===== config.mk =====
export PLATFORM = sky130hd
export DESIGN_NAME = vec_mem_unit
export DESIGN_NICKNAME = d
export VERILOG_FILES = /design/src/rtl/vec_mem_unit.sv
export SDC_FILE = /design/constraint.sdc
export NUM_CORES = 1
export LEC_CHECK = 0
export ABC_AREA = 1
export CAP_MARGIN = 20
export CORE_MARGIN = 1.5
export CORE_UTILIZATION = 54
export DETAILED_ROUTE_END_ITERATION = 6
export GPL_ROUTABILITY_DRIVEN = 1
export MAX_ROUTING_LAYER = met4
export PLACE_DENSITY = 0.86
export SKIP_CTS_REPAIR_TIMING = 1
export SLEW_MARGIN = 30
export SYNTH_ARGS = -nofsm -noshare
export SYNTH_HDL_FRONTEND = slang
export SYNTH_SLANG_ARGS = --single-unit

===== constraint.sdc =====
create_clock -name clk -period 8.1 [get_ports clk]
set_input_delay 1.62 -clock clk [delete_from_list [all_inputs] [get_ports clk]]
set_output_delay 1.62 -clock clk [all_outputs]
set_load 0.1 [all_outputs]

===== src/rtl/vec_mem_unit.sv =====
// ---------------------------------------------------------------------------
// vec_mem_unit
//   Multi-cycle load/store engine for the vector execute stage. Moves a whole
//   vector (NUM_ELEM elements) or a single scalar between the register files
//   and a single-port synchronous data memory with 1-cycle read latency.
//
// Ports
//   clk         clock
//   rst         synchronous active-high reset
//   mem_st      start request; only honoured in IDLE
//   mem_op      10 load vector, 11 load scalar, 00 store vector, 01 store scalar
//   addr        base address of the transfer
//   vec_wdata   vector store data, element k at [k*ELEM_W +: ELEM_W]
//   esc_wdata   scalar store data
//   mem_rdy     1 in DONE, or in IDLE with no start pending
//   vec_rdata   vector load result (held until the next vector load)
//   esc_rdata   scalar load result (held until the next scalar load)
//   dmem_addr   data memory address, 0 outside issue cycles
//   dmem_we     data memory write enable
//   dmem_wdata  data memory write data, 0 outside write cycles
//   dmem_rdata  data memory read data, valid the cycle after its address
// ---------------------------------------------------------------------------
module vec_mem_unit #(
  parameter int ELEM_W   = 8,
  parameter int NUM_ELEM = 4,
  parameter int ADDR_W   = 8
) (
  input  logic                         clk,
  input  logic                         rst,
  input  logic                         mem_st,
  input  logic [1:0]                   mem_op,
  input  logic [ADDR_W-1:0]            addr,
  input  logic [NUM_ELEM*ELEM_W-1:0]   vec_wdata,
  input  logic [ELEM_W-1:0]            esc_wdata,
  output logic                         mem_rdy,
  output logic [NUM_ELEM*ELEM_W-1:0]   vec_rdata,
  output logic [ELEM_W-1:0]            esc_rdata,
  output logic [ADDR_W-1:0]            dmem_addr,
  output logic                         dmem_we,
  output logic [ELEM_W-1:0]            dmem_wdata,
  input  logic [ELEM_W-1:0]            dmem_rdata
);

  localparam int VEC_W = NUM_ELEM * ELEM_W;
  localparam int CNT_W = $clog2(NUM_ELEM + 1);

  localparam logic [1:0] ST_IDLE = 2'b00;
  localparam logic [1:0] ST_RD   = 2'b01;
  localparam logic [1:0] ST_WR   = 2'b10;
  localparam logic [1:0] ST_DONE = 2'b11;

  localparam logic [CNT_W-1:0] CNT_ZERO = {CNT_W{1'b0}};
  localparam logic [CNT_W-1:0] CNT_ONE  = CNT_W'(1);
  localparam logic [CNT_W-1:0] CNT_VEC  = CNT_W'(NUM_ELEM);

  // Pick element idx out of a packed vector.
  function automatic logic [ELEM_W-1:0] elem_sel(input logic [VEC_W-1:0] v,
                                                 input logic [CNT_W-1:0] idx);
    logic [ELEM_W-1:0] r;
    r = {ELEM_W{1'b0}};
    for (int k = 0; k < NUM_ELEM; k++) begin
      if (idx == CNT_W'(k)) begin
        r = v[k*ELEM_W +: ELEM_W];
      end else begin
        r = r;
      end
    end
    return r;
  endfunction

  // Replace element idx of a packed vector with e.
  function automatic logic [VEC_W-1:0] elem_put(input logic [VEC_W-1:0]  v,
                                                input logic [CNT_W-1:0]  idx,
                                                input logic [ELEM_W-1:0] e);
    logic [VEC_W-1:0] r;
    r = v;
    for (int k = 0; k < NUM_ELEM; k++) begin
      if (idx == CNT_W'(k)) begin
        r[k*ELEM_W +: ELEM_W] = e;
      end else begin
        r[k*ELEM_W +: ELEM_W] = v[k*ELEM_W +: ELEM_W];
      end
    end
    return r;
  endfunction

  logic [1:0]        state_r,      state_s;
  logic              scalar_r,     scalar_s;
  logic [ADDR_W-1:0] base_r,       base_s;
  logic [VEC_W-1:0]  vwd_r,        vwd_s;
  logic [ELEM_W-1:0] ewd_r,        ewd_s;
  logic [CNT_W-1:0]  n_r,          n_s;
  logic [CNT_W-1:0]  cnt_r,        cnt_s;
  logic [VEC_W-1:0]  vec_rdata_r,  vec_rdata_s;
  logic [ELEM_W-1:0] esc_rdata_r,  esc_rdata_s;
  logic [ADDR_W-1:0] dmem_addr_r,  dmem_addr_s;
  logic              dmem_we_r,    dmem_we_s;
  logic [ELEM_W-1:0] dmem_wdata_r, dmem_wdata_s;

  // Ready is combinational so processor control sees completion in DONE itself.
  assign mem_rdy    = (state_r == ST_DONE) || ((state_r == ST_IDLE) && !mem_st);
  assign vec_rdata  = vec_rdata_r;
  assign esc_rdata  = esc_rdata_r;
  assign dmem_addr  = dmem_addr_r;
  assign dmem_we    = dmem_we_r;
  assign dmem_wdata = dmem_wdata_r;

  // FSM next state, operand latching, element counter and read-data capture.
  // In RD, cnt_r counts cycles 0..n: cycles 0..n-1 issue address base+cnt,
  // cycles 1..n capture the element issued in the previous cycle.
  always_comb begin
    state_s     = state_r;
    scalar_s    = scalar_r;
    base_s      = base_r;
    vwd_s       = vwd_r;
    ewd_s       = ewd_r;
    n_s         = n_r;
    cnt_s       = cnt_r;
    vec_rdata_s = vec_rdata_r;
    esc_rdata_s = esc_rdata_r;
    case (state_r)
      ST_IDLE: begin
        if (mem_st) begin
          scalar_s = mem_op[0];
          base_s   = addr;
          vwd_s    = vec_wdata;
          ewd_s    = esc_wdata;
          n_s      = mem_op[0] ? CNT_ONE : CNT_VEC;
          cnt_s    = CNT_ZERO;
          state_s  = mem_op[1] ? ST_RD : ST_WR;
        end else begin
          state_s = ST_IDLE;
        end
      end
      ST_RD: begin
        if (cnt_r != CNT_ZERO) begin
          if (scalar_r) begin
            esc_rdata_s = dmem_rdata;
          end else begin
            vec_rdata_s = elem_put(vec_rdata_r, cnt_r - CNT_ONE, dmem_rdata);
          end
        end else begin
          vec_rdata_s = vec_rdata_r;
        end
        if (cnt_r == n_r) begin
          state_s = ST_DONE;
          cnt_s   = CNT_ZERO;
        end else begin
          cnt_s = cnt_r + CNT_ONE;
        end
      end
      ST_WR: begin
        if (cnt_r == (n_r - CNT_ONE)) begin
          state_s = ST_DONE;
          cnt_s   = CNT_ZERO;
        end else begin
          cnt_s = cnt_r + CNT_ONE;
        end
      end
      ST_DONE: begin
        state_s = ST_IDLE;
      end
      default: begin
        state_s = ST_IDLE;
        cnt_s   = CNT_ZERO;
      end
    endcase
  end

  // Memory port values for the next cycle, derived from the next state so the
  // port can be registered without adding a cycle of latency.
  always_comb begin
    dmem_we_s    = 1'b0;
    dmem_addr_s  = {ADDR_W{1'b0}};
    dmem_wdata_s = {ELEM_W{1'b0}};
    case (state_s)
      ST_WR: begin
        dmem_we_s    = 1'b1;
        dmem_addr_s  = base_s + ADDR_W'(cnt_s);
        dmem_wdata_s = scalar_s ? ewd_s : elem_sel(vwd_s, cnt_s);
      end
      ST_RD: begin
        if (cnt_s < n_s) begin
          dmem_addr_s = base_s + ADDR_W'(cnt_s);
        end else begin
          dmem_addr_s = {ADDR_W{1'b0}};
        end
      end
      ST_IDLE: begin
        dmem_we_s = 1'b0;
      end
      ST_DONE: begin
        dmem_we_s = 1'b0;
      end
      default: begin
        dmem_we_s = 1'b0;
      end
    endcase
  end

  // State and output registers; reset also aborts any write in flight and
  // clears partially captured load data.
  always_ff @(posedge clk) begin
    if (rst) begin
      state_r      <= ST_IDLE;
      scalar_r     <= 1'b0;
      base_r       <= {ADDR_W{1'b0}};
      vwd_r        <= {VEC_W{1'b0}};
      ewd_r        <= {ELEM_W{1'b0}};
      n_r          <= CNT_ZERO;
      cnt_r        <= CNT_ZERO;
      vec_rdata_r  <= {VEC_W{1'b0}};
      esc_rdata_r  <= {ELEM_W{1'b0}};
      dmem_addr_r  <= {ADDR_W{1'b0}};
      dmem_we_r    <= 1'b0;
      dmem_wdata_r <= {ELEM_W{1'b0}};
    end else begin
      state_r      <= state_s;
      scalar_r     <= scalar_s;
      base_r       <= base_s;
      vwd_r        <= vwd_s;
      ewd_r        <= ewd_s;
      n_r          <= n_s;
      cnt_r        <= cnt_s;
      vec_rdata_r  <= vec_rdata_s;
      esc_rdata_r  <= esc_rdata_s;
      dmem_addr_r  <= dmem_addr_s;
      dmem_we_r    <= dmem_we_s;
      dmem_wdata_r <= dmem_wdata_s;
    end
  end

endmodule


## Word level (Yosys, flattened, before mapping)

Index checks and enable logic that the tools add are counted.

- Bits in registers: 114
- Bits in latches: 0
- RAM bits: 0
- ROM bits: 0
- Input bits: 61
- Output and inout bits: 58
- Word-level logic and storage cells: 76
- Memories: 0

- Add/sub/neg operators: 4
- Multiply operators: 0
- Divide/modulo/power cells: 0
- Magnitude comparators: 1
- Equality and inequality tests: 13
- Shift-type cells: 0
- Muxes and demuxes: 28
- Bitwise logic cells: 2
- Reduce and logical (&&, ||, !) cells: 13

Operator list:

| kind | count |
|---|---|
| 8-bit two-way mux | 10 |
| 32-bit two-way mux | 2 |
| 3-bit two-way mux | 6 |
| 8-bit case mux with 2 select lines | 1 |
| 4-bit AND reduction | 4 |
| 3-bit by 2-bit equality test with 1-bit output (second input constant) | 4 |
| 3-bit case mux with 3 select lines | 1 |
| 8-bit by 3-bit adder with 8-bit output | 1 |
| 2-bit two-way mux | 4 |
| 2-bit case mux with 4 select lines | 1 |
| 2-bit equality test (second input constant) | 3 |
| 3-bit by 1-bit equality test with 1-bit output (second input constant) | 2 |
| 3-bit equality test | 2 |
| 3-bit zero test | 2 |
| 3-bit by 1-bit subtractor with 3-bit output (second input constant) | 2 |
| 2-bit by 1-bit equality test with 1-bit output (second input constant) | 2 |
| 3-bit by 1-bit adder with 3-bit output (second input constant) | 1 |
| 3-bit less-than comparator | 1 |
| 1-bit two-way mux | 3 |
| 3-bit AND reduction | 1 |
| 3-bit nonzero test | 1 |
| 2-bit zero test | 1 |
| 1-bit NOT | 2 |
| 2-bit OR reduction | 1 |
| other kinds (3) | 3 |

## Logic depth before layout (Yosys ltp)

- Word-level depth: 10
- Depth in mapped cells: 18

## Worst setup path after synthesis

Ideal clock, no wire load.

- Path kind: in2reg
- From: input mem_st
- To: register dmem_addr_r[6] (netlist: dmem_addr[6])
- Library setup time: 0.117 ns
- Arrival time: 3.802 ns
- Data required time: 7.983 ns
- Setup slack: 4.181 ns
- Stages on the path: 11
- Path buffers: 1
- Path through: o21ai_4 -> nand2_1 -> nand3_4 -> buf_4 -> ha_1 -> fa_1 -> a21oi_1 -> or2_1 -> nor3_1 -> xor2_1 -> nor2_1

- Longest elaborated chain between the ends: 5
- Elaborated cells on any way between the ends: 14
- Classes of those cells: 1 x add/sub; 1 x order compare; 2 x eq/ne; 10 x mux

RTL lines:

| element | RTL line | source |
|---|---|---|
| from (decl) | 30 | `input logic mem_st,` |
| 3-bit two-way mux (*) | 123 | `if (mem_st) begin` |
| 3-bit case mux with 3 select lines (*) | 121 | `case (state_r)` |
| named net cnt_s[0] | 93 | `logic [CNT_W-1:0] cnt_r, cnt_s;` |
| 8-bit by 3-bit adder with 8-bit output or 3-bit less-than comparator (tied branches) | 179, 184, 183 |  |
| 8-bit two-way mux | 183 | `if (cnt_s < n_s) begin` |
| 8-bit case mux with 2 select lines (*) | 176 | `case (state_s)` |
| to (signal assigned) | 214 | `dmem_addr_r <= {ADDR_W{1'b0}};` |
| to (signal assigned) | 227 | `dmem_addr_r <= dmem_addr_s;` |
| to (decl) | 96 | `logic [ADDR_W-1:0] dmem_addr_r, dmem_addr_s;` |

The timed path passes the listed nets; every way through them passes the cells marked *.
A chain may end at the register's enable or synchronous reset.

## Worst setup path after layout

- From: input mem_st
- To: output mem_rdy

- Longest elaborated chain between the ends: 3

RTL lines:

| element | RTL line | source |
|---|---|---|
| 1-bit zero test | 101 | `assign mem_rdy = (state_r == ST_DONE) \|\| ((state_r == ST_IDLE) && !mem_st);` |
| 1-bit logical AND | 101 |  |
| 1-bit logical OR | 101 |  |
| to (decl) | 35 | `output logic mem_rdy,` |

No other way between the ends.

==> impl_metrics.env <==
export IMPL_status="complete, no violations"
export IMPL_vdd_drop_max_mv=0.1875
export IMPL_drv_slew=0
export IMPL_via_per_inst=5.316
export IMPL_routed_wl_mm=12.79
export IMPL_worstMarginPinSlew_ns=1.017
export IMPL_relSlewSlack_pct=31.97
export IMPL_numCtsBuffers=17
export IMPL_area_growth_pct=33.66
export IMPL_hpwlAfterDp_mm=8.551
export IMPL_skew_ns=0.007914
export IMPL_die_w_um=99.79
export IMPL_grt_first_pass_wirelength_mm=20.95
export IMPL_setup_tns_ns=0
export IMPL_power_mw=1.695
export IMPL_gp_congestion=0.8557
export IMPL_ff2ff_path_depth=14
export IMPL_grt_max_degree=58
export IMPL_rr_endpoint="dmem_addr[7]$_SDFF_PP0_"
export IMPL_antenna_found_initial=0
export IMPL_n_antenna_cell=0
export IMPL_n_fill_cell=621
export IMPL_drt_iter0_drc=230
export IMPL_start_kind="primary input"
export IMPL_drc=0
export IMPL_rsz0062_at_grt="no"
export IMPL_ant_nets=0
export IMPL_finalWorstSetupSlack_ns=2.940
export IMPL_crit_required_ns=6.48
export IMPL_place_ws_ns=2.945
export IMPL_synth_top_area_share_pct=45.12
export IMPL_ys_seq_elements=114
export IMPL_overflow=0
export IMPL_multi_input_area_sq_um=2365
export IMPL_die_area_sq_um=9957
export IMPL_r2r_start="state_r[0]$_SDFF_PP0_"
export IMPL_arrival_ns=3.54
export IMPL_drive_above_1_share_pct=11.99
export IMPL_end_kind="primary output"
export IMPL_finalSetupViolations=0
export IMPL_cp_startpoint="mem_st"
export IMPL_root_buffer="clkbuf_8"
export IMPL_finalHoldViolations=0
export IMPL_yosysWarnings=0
export IMPL_r2r_setup_slack_ns=4.68
export IMPL_maxCapViolations=0
export IMPL_synth_nets=710
export IMPL_placementRows=35
export IMPL_clk_pin_slew_ns=0.06
export IMPL_synthAdderAreaFrac_pct=3.859
export IMPL_crit_fanout=5
export IMPL_wl_per_cell_um=14.70
export IMPL_powerDensity_nw_per_um2=250.7
export IMPL_ys_seq_area_share_pct=45.12
export IMPL_coreArea_sq_um=9153
export IMPL_first_global_vias=4607
export IMPL_synth_top_family_by_area="simple AND/OR/NAND/NOR gates"
export IMPL_fin_crit_sh_pct=63.70
export IMPL_ys_top_cells_by_area="dfxtp_1 (45%), nor2_1 (12%), o21ai_0 (7.7%)"
export IMPL_endpoint="mem_rdy"
export IMPL_cts_htree_levels=4
export IMPL_synth_top_cell_by_area="dfxtp_1"
export IMPL_syn_inst=634
export IMPL_period_needed_ns=5.160
export IMPL_cts_tree="yes"
export IMPL_holdPathStages=2
export IMPL_gr_usage_all_layers_pct=27.49
export IMPL_ys_types=40
export IMPL_avgSynthCellArea_sq_um=7.979
export IMPL_fin_nets=822
export IMPL_synthSimpleGateAreaFrac_pct=27.21
export IMPL_regArea_sq_um=2282
export IMPL_die_h_um=99.79
export IMPL_start_util_pct=55.27
export IMPL_layout_cells_non_filler=870
export IMPL_vias=4625
export IMPL_dp_cells=838
export IMPL_firstDrtPassIters=5
export IMPL_pin_count=119
export IMPL_crit_type="primary input to primary output"
export IMPL_fmax_ghz=0.1938
export IMPL_clk_latency_ns=0.52
export IMPL_port_buffers=118
export IMPL_synthMuxAreaShare_pct=2.374
export IMPL_synth_compound_area_share_pct=11.75
export IMPL_synth_xor_area_share_pct=1.558
export IMPL_hold_path_class="flop to flop"
export IMPL_syn_cell_area_sq_um=5059
export IMPL_p_leak_nw=2.957
export IMPL_cts_max_path_buffers=2
export IMPL_cts_sinks=114
metal layers:
layer / vias up / share of wire, % / GRT usage, %
met3: 43 / 5.5 / 5.919
met4: 0 / 3.4 / 13.98
met2: 182 / 51 / 46.57
met1: 2141 / 41 / 30.57
met5: - / 0 / -
li1: 2259 / - / -
cells in the mapped netlist, drive strengths merged:
cell and count:
xnor2 5, a21oi 4, nand2 28, clkbuf 14, ha 14, o21a 8
fa 1, dfxtp 114, nand3b 1, nor3 2, or2 37, nor2 170
a221oi 1, mux2i 12, and3 1, buf 11, xor2 4, inv 67
nand4 8, nand3 41, a211oi 2, o21ai 89
registers in the layout, indices dropped and copies added, names as in the netlist:
| register | flops |
|---|---|
| base_r | 8 |
| cnt_r | 3 |
| dmem_addr | 8 |
| dmem_wdata | 8 |
| dmem_we | 1 |
| esc_rdata | 8 |
| ewd_r | 8 |
| n_r | 3 |
| scalar_r | 1 |
| state_r | 2 |
| vec_rdata | 32 |
| vwd_r | 32 |
through the flow:
step,cell area [sq um],utilization (%),hold slack [ns]
after CTS,6759,73.85,0.4898
after global routing,6761,73.88,0.5138
after detailed placement,6216,67.92,0.4764
after floorplan,5059,-,0.4550
final,6761,73.88,0.4854
after global placement,6216,67.92,0.4629
worst max-delay path, stage by stage:
cell and delay [ns]:
clkdlybuf4s50_1 0.50, o21ai_4 0.25, clkdlybuf4s50_1 1.16
placed cells by master, fill, tap and decap left out, types with 3 or more instances in the layout:
master | netlist | final
or2_2 | 17 | 17
nor2_4 | 3 | 3
a21oi_1 | 4 | 4
xnor2_1 | 5 | 5
inv_2 | 9 | 10
clkinv_2 | 0 | 5
nand2_2 | 6 | 6
or2_0 | 8 | 8
nand2_1 | 21 | 21
clkinvlp_4 | 0 | 4
dfxtp_1 | 114 | 114
ha_1 | 14 | 14
clkdlybuf4s50_1 | 0 | 117
inv_1 | 57 | 56
xor2_1 | 4 | 4
o21ai_0 | 78 | 78
mux2i_1 | 12 | 12
nor2_1 | 165 | 165
nand4_1 | 8 | 8
o21ai_2 | 9 | 9
clkbuf_16 | 0 | 16
or2_1 | 12 | 12
nand3_1 | 34 | 34
nand3_2 | 5 | 5
o21a_1 | 8 | 8
power breakdown:
group          internal [mW]  switching (mW)  leakage [nW]  total, mW
registers              0.602          0.0159         0.931      0.618
clock network          0.413           0.265         0.260      0.678
logic                  0.139           0.260          1.77      0.398
total                   1.15           0.541          2.96       1.69
worst min path at each step:
stage                                     startpoint                          to  slack, ns
after floorplan                 vwd_r[24]$_SDFF_PP0_        vwd_r[24]$_SDFF_PP0_       0.46
after global placement    vec_rdata[19]$_SDFFE_PP0P_  vec_rdata[19]$_SDFFE_PP0P_       0.46
after detailed placement  vec_rdata[21]$_SDFFE_PP0P_  vec_rdata[21]$_SDFFE_PP0P_       0.48
after CTS                 vec_rdata[21]$_SDFFE_PP0P_  vec_rdata[21]$_SDFFE_PP0P_       0.49
after global routing      vec_rdata[22]$_SDFFE_PP0P_  vec_rdata[22]$_SDFFE_PP0P_       0.51
final                      esc_rdata[6]$_SDFFE_PP0P_   esc_rdata[6]$_SDFFE_PP0P_       0.49
cell type report:
class                   instances  share of cell area, %
multi-input cells             428                  34.97
inverters                      67                  3.756
clock buffers                  19                  6.384
clock inverters                13                  1.647
well taps                     111                  2.054
repair buffers                118                  17.43
flip-flops and latches        114                  33.75
cell families after synthesis:
logic type                 after synthesis
muxes                                   12
xor gates and xnor gates                 9
and+or+nand+nor                        288
DFF                                    114
adders and majority gates               15
AOI/OAI and AO/OA                      104
buffers and inverters                   92
No activity file was read; power rests on OpenSTA's default activity.
